File: config.mk
export PLATFORM = sky130hd
export DESIGN_NAME = multiplier_control
export DESIGN_NICKNAME = d
export VERILOG_FILES = /design/src/rtl/multiplier_control.sv
export SDC_FILE = /design/constraint.sdc
export NUM_CORES = 1
export LEC_CHECK = 0
export CAP_MARGIN = 25
export CORE_AREA = 2 2 39 41
export CTS_BUF_LIST = sky130_fd_sc_hd__clkbuf_8 sky130_fd_sc_hd__clkbuf_16
export DETAILED_ROUTE_END_ITERATION = 8
export DIE_AREA = 0 0 41 43
export PLACE_DENSITY_LB_ADDON = 0.12
export REMOVE_ABC_BUFFERS = 1
export SLEW_MARGIN = 30
export SYNTH_ARGS = -nofsm -noshare
export SYNTH_HDL_FRONTEND = slang
export SYNTH_SLANG_ARGS = --single-unit
File: constraint.sdc
create_clock -name Clk -period 1.43 [get_ports Clk]
set_input_delay 0.3575 -clock Clk [delete_from_list [all_inputs] [get_ports Clk]]
set_output_delay 0.3575 -clock Clk [all_outputs]
set_load 0.005 [all_outputs]
File: src/rtl/multiplier_control.sv
// multiplier_control: sequencer for a Booth-style add/shift multiplier datapath.
// Walks N_BITS ADD/SHIFT pairs per Run request, subtracting on the final
// (sign) bit, and raises Done until Run is released.
// Optional build macro MULT_CTRL_AUTO_CLEAR_EN inserts a CLR state that
// zeroes A/X before every multiplication; without it, consecutive Runs
// accumulate into A.
//
// state   | meaning
// --------+---------------------------------------------------------------
// S_IDLE  | waiting for Run; ClearA_LoadB produces a same-cycle Clr_Ld
// S_CLR   | (macro only) one-cycle Clear_AX before the first ADD
// S_ADD   | Add (or Sub on the last iteration) gated by multiplier bit M
// S_SHIFT | one arithmetic right shift of X:A:B, advance or finish
// S_DONE  | result ready; hold until Run drops, never restart from here
module multiplier_control #(
    parameter int N_BITS = 8
) (
    input  logic                      Clk,
    input  logic                      Reset,
    input  logic                      Run,
    input  logic                      ClearA_LoadB,
    input  logic                      M,
    output logic                      Clr_Ld,
    output logic                      Clear_AX,
    output logic                      Add,
    output logic                      Sub,
    output logic                      Shift,
    output logic                      Busy,
    output logic                      Done,
    output logic [$clog2(N_BITS)-1:0] Iter
);

    localparam int              IW        = $clog2(N_BITS);
    localparam logic [IW-1:0]   ITER_LAST = IW'(N_BITS - 1);

    typedef enum logic [2:0] {
        S_IDLE  = 3'd0,
`ifdef MULT_CTRL_AUTO_CLEAR_EN
        S_CLR   = 3'd1,
`endif
        S_ADD   = 3'd2,
        S_SHIFT = 3'd3,
        S_DONE  = 3'd4
    } state_t;

    state_t          state, state_nxt;
    logic [IW-1:0]   iter, iter_nxt;
    logic            clr_ld, add, sub, shift, busy, done;
`ifdef MULT_CTRL_AUTO_CLEAR_EN
    logic            clear_ax;
`endif

    // State and iteration counter registers with synchronous reset.
    always_ff @(posedge Clk) begin
        if (Reset) begin
            state <= S_IDLE;
            iter  <= '0;
        end else begin
            state <= state_nxt;
            iter  <= iter_nxt;
        end
    end

    // Next-state, counter update and raw strobe decode.
    always_comb begin
        state_nxt = state;
        iter_nxt  = iter;
        clr_ld    = 1'b0;
        add       = 1'b0;
        sub       = 1'b0;
        shift     = 1'b0;
        busy      = 1'b0;
        done      = 1'b0;
`ifdef MULT_CTRL_AUTO_CLEAR_EN
        clear_ax  = 1'b0;
`endif
        case (state)
            S_IDLE: begin
                iter_nxt = '0;
                if (Run) begin
`ifdef MULT_CTRL_AUTO_CLEAR_EN
                    state_nxt = S_CLR;
`else
                    state_nxt = S_ADD;
`endif
                end else if (ClearA_LoadB) begin
                    clr_ld = 1'b1;
                end
            end
`ifdef MULT_CTRL_AUTO_CLEAR_EN
            S_CLR: begin
                busy      = 1'b1;
                clear_ax  = 1'b1;
                state_nxt = S_ADD;
            end
`endif
            S_ADD: begin
                busy = 1'b1;
                // The last multiplier bit carries negative weight.
                if (iter == ITER_LAST) begin
                    sub = M;
                end else begin
                    add = M;
                end
                state_nxt = S_SHIFT;
            end
            S_SHIFT: begin
                busy  = 1'b1;
                shift = 1'b1;
                if (iter == ITER_LAST) begin
                    state_nxt = S_DONE;
                    iter_nxt  = '0;
                end else begin
                    state_nxt = S_ADD;
                    iter_nxt  = iter + IW'(1);
                end
            end
            S_DONE: begin
                done     = 1'b1;
                iter_nxt = '0;
                if (!Run) begin
                    state_nxt = S_IDLE;
                end
            end
            default: begin
                state_nxt = S_IDLE;
                iter_nxt  = '0;
            end
        endcase
    end

    // Outputs are forced low while Reset is held, independent of state.
    assign Clr_Ld = clr_ld & ~Reset;
    assign Add    = add    & ~Reset;
    assign Sub    = sub    & ~Reset;
    assign Shift  = shift  & ~Reset;
    assign Busy   = busy   & ~Reset;
    assign Done   = done   & ~Reset;
    assign Iter   = iter;
`ifdef MULT_CTRL_AUTO_CLEAR_EN
    assign Clear_AX = clear_ax & ~Reset;
`else
    assign Clear_AX = 1'b0;
`endif

endmodule

; Word-level counts from Yosys, hierarchy flattened
; Cells that the tools add are included.
; Widths: inputs -> output; s select.
[totals]
ff_bits = 6
input_bits = 5
word_cells = 35
[classes]
add_sub_neg = 1
eq_ne = 6
n_mux = 16
n_bitwise = 7
reduce_logical = 3
[ops]
columns = operator, count
row1 = $mux 3, 4
row2 = $pmux 3 s4, 1
row3 = $mux 1, 10
row4 = $and 1x1->1, 6
row5 = $eq 3x2->1 const B, 2
row6 = $eq 3x3->1 const B, 2
row7 = $pmux 3 s2, 1
row8 = $ne 2x2->1 const B, 2
row9 = $add 3x1->3 const B, 1
row10 = $logic_not 3->1, 1
row11 = $reduce_and 2->1, 1
row12 = $reduce_or 2->1, 1
row13 = $not 1->1, 1

; Longest topological paths before layout
; Gate-level depths: netlist of run 1.
[logic_depth]
word_depth = 4
depth_mapped = 4
ltp_nobuf = 4

; Worst setup path after synthesis of run 1
; OpenSTA, ideal clock, no wires.
[synth_path]
kind = reg2out
from = register state[2]
to = output port Shift
arrival_ps = 951
required_ps = 1072
path_slack_ps = 121
stages_incl_launch_ff = 4
cell_sequence = dfxtp_1 -> or3b_4 -> inv_2 -> and2_1
[synth_between]
elab_chain_cells = 3
[synth_rtl]
columns = item, line_no
row1 = "start, declared", 46  ; state_t state, state_nxt;
row2 = "start signal, assigned", 59  ; state <= state_nxt;
row3 = $eq 3x2->1, 77  ; case (state)
row4 = $mux 1, 77
row5 = $and 1x1->1, 136  ; assign Shift = shift & ~Reset;
row6 = "end, declared", 27  ; output logic Shift,
; No other way between the ends.

; Worst setup path after layout of run 1
[layout_path]
from = register state[1]
to = output port Shift
; The elaborated chain is that of the path after synthesis.

==> impl_results.md, run 1 <==
* Sequential fraction of the synthesis area at 0.336
* Outcome: finished, violations left
* DIE WIDTH at 41 µm
* Ant. Diodes at 0
* Wire length per cell at 12.2 µm
* Synthesis-to-finish area growth at 84.3%
* Worst endpoint data arrival time at 1220 ps
* Worst VDD drop at 0.404 mV
* Placed cells at 75
* Starting Density at 0.259
* Worst Reg2Reg Path Length in Cells at 5
* CP Capture Point: Shift
* GRT Residual Overflow at 0
* Leading post-synthesis cells by instance count: 6 x dfxtp_1, 3 x ha_1, 3 x nand2b_1
* Critical R2R Launch: Iter[0]
* DRT antenna net count at 0
* Final min period at 1580 ps
* PortBufs at 13
* Initial antenna violation count at 0
* Mapped Cells at 36
* Flop2flop setup slack at 90 ps
* Critical Path Max Stage Delay at 390 ps
* Top post-synthesis cells by area: dfxtp_1 34%, ha_1 10%, nand2b_1 5.2%
* Core Box Area at 1380 µm²
* Share of layout cells above drive strength 1 at 0.625
* Critical path depth at 4
* Worst r2r dst: Iter[0]
* Die ar. at 1760 µm²
* Worst-path cell chain: or3b_4 > inv_2 > and2_4 > buf_6
* FFs w/ async S/R, synth at 0
* Gr usage total at 0.139
* Setup violations, final at 6
* Ys Warns at 0
* Count of different cell masters after synthesis at 23
* CP max FO at 4
* P per Cell Area at 771 nW/µm²
* Rows at 14
* First-pass GRT wire length at 1560 µm
* HP Class: in2reg
* DP HPWL at 711 µm
* Ys flop type: dfxtp_1
* Failing checks: negative setup slack
* CTS tree: built
* Maxcap violations at 0
* DRC at 0
* Initial DRC count at 4
* Leakage at 0.000320 µW
* F_max at 634 MHz
* Clk buf depth at 2
* CTS buffer count at 3
* Gpl congestion at 0.587
* Most numerous cell in the Yosys netlist: dfxtp_1
* Count of final max-slew check failures at 0
* Root Driver: clkbuf_8
* Top cell family by delay on the critical path: simple AND/OR/NAND/NOR gates
* Routed WL at 976 µm
* Pin count of the biggest net entering global routing at 11
* Layout Nets at 74
* Post-synth EDFFs at 0
* HP Start: Reset
* Via count at 364
* Top cell type's share of synthesized area at 0.336
* Fin. Hold Viols at 0
* Final Cycle Share at 1.10
* Later-pin clock latency in the skew report at 220 ps
* Vias per cell at 4.55
* CP Class: reg2out
* RSZ-0062 raised after global routing: yes
* Data required time of the critical path at 1070 ps
* CP max-delay cell: or3b_4
* First-pass iteration count of the detailed router at 2
* Crit path from: state[1]
* Crit path launch type: flip-flop
* Leading area contributor after synthesis: dfxtp_1
* Clk_skew at 1.61 ps
* Fillers at 140
* Finished Layout Cells at 80
* Synth Cell Area at 358 µm²
* Worst path bufs/invs at 2
* Synthesized area per cell at 9.94 µm²
* CP Capture Type: output pin
* Worst hold slack at 368 ps
* Die Height at 43 µm
* Io pins at 15
* Reg clk slew, reported paths at 40 ps
* #FFs+latches synth at 6
* Vias in the first global route at 361
* CTS Sinks at 6
* PnR worst setup slack at -147 ps
* H-tree levels at 1
-- timing repair --
item | in CTS | in global routing
buffers inserted | 0 | 2
pin swaps | 8 | 2
setup endpoints to repair | 9 | 6
hold buffers | 0 | 0
gates resized for setup | 44 | 6
-- stage by stage --
step	instance area [µm²]	setup slack [ps]	total power (µW)	utilization	TNS, ps
after global placement	579	-808	243	0.419	-4630
after detailed placement	579	-804	246	0.419	-4810
after global routing	659	-193	539	0.476	-816
after CTS	641	-155	511	0.463	-580
final	659	-147	509	0.476	-498
after floorplan	339	121	204	-	0
-- metal layers --
metal	track usage	wire length (µm)
met1	0.140	401
met2	0.219	489
met3	0.0838	84
met4	0.0600	0
met5	0	0
-- cells in the final DEF (no fill, tap or decap) --
master	n
buf_4	12
buf_2	6
dfxtp_2	5
dlygate4sd2_1	4
nand2b_1	3
clkbuf_8	3
buf_6	3
and3_1	2
nor2_1	2
a21oi_1	2
ha_2	2
clkdlybuf4s50_1	2
nor3_4	1
and2_1	1
or3b_4	1
inv_2	1
and2_4	1
nor4b_4	1
and3b_1	1
nand3b_1	1
or3b_1	1
a21oi_2	1
a21bo_2	1
a211oi_1	1
nand4b_1	1
nand4bb_1	1
mux2i_1	1
ha_4	1
conb_1	1
dfxtp_4	1
-- registers in the layout (all words and copies together), names as in the netlist --
| name | cells |
|---|---|
| state | 3 |
| Iter | 3 |
-- where the power goes --
part	total [µW]	switching [µW]	leakage [µW]	internal, µW
combinational	75.7	27.5	0.000247	48.2
sequential	179	6.24	0.0000518	173
clock	254	73.0	0.0000216	181
total	509	107	0.000320	402
-- worst min-delay path by stage --
| stage | cells past startpoint | slack [ps] | endpoint |
|---|---|---|---|
| floorplan | 1 | 430 | state[2] |
| global placement | 1 | 490 | state[0] |
| detailed placement | 1 | 510 | state[0] |
| CTS | 2 | 350 | state[0] |
| global route | 2 | 370 | state[0] |
| finish | 2 | 370 | state[0] |
-- kinds of logic after synthesis --
logic type,after synthesis,synth area share
and+or+nand+nor,17,0.357
other,1,0.0105
adders and majority gates,3,0.105
AOI/OAI and AO/OA,5,0.101
DFF,6,0.336
buffers and inverters,3,0.0629
muxes,1,0.0280
-- area by class of cell --
type	count	area, µm²	area share
clock buffer	3	41.3	0.0626
sequential	6	130	0.197
multi-input combinational	27	255	0.387
tap	16	20.0	0.0304
timing repair buffer	27	209	0.317
inverter	1	3.75	0.00569
Note: power is estimated with default switching activity, not from simulation.
==> inputs of run 2 (changes only) <==
- SLEW_MARGIN: 30 -> 20
==> results of run 2 <==
No change in the layout: final DEF, timing and power equal those of run 1.
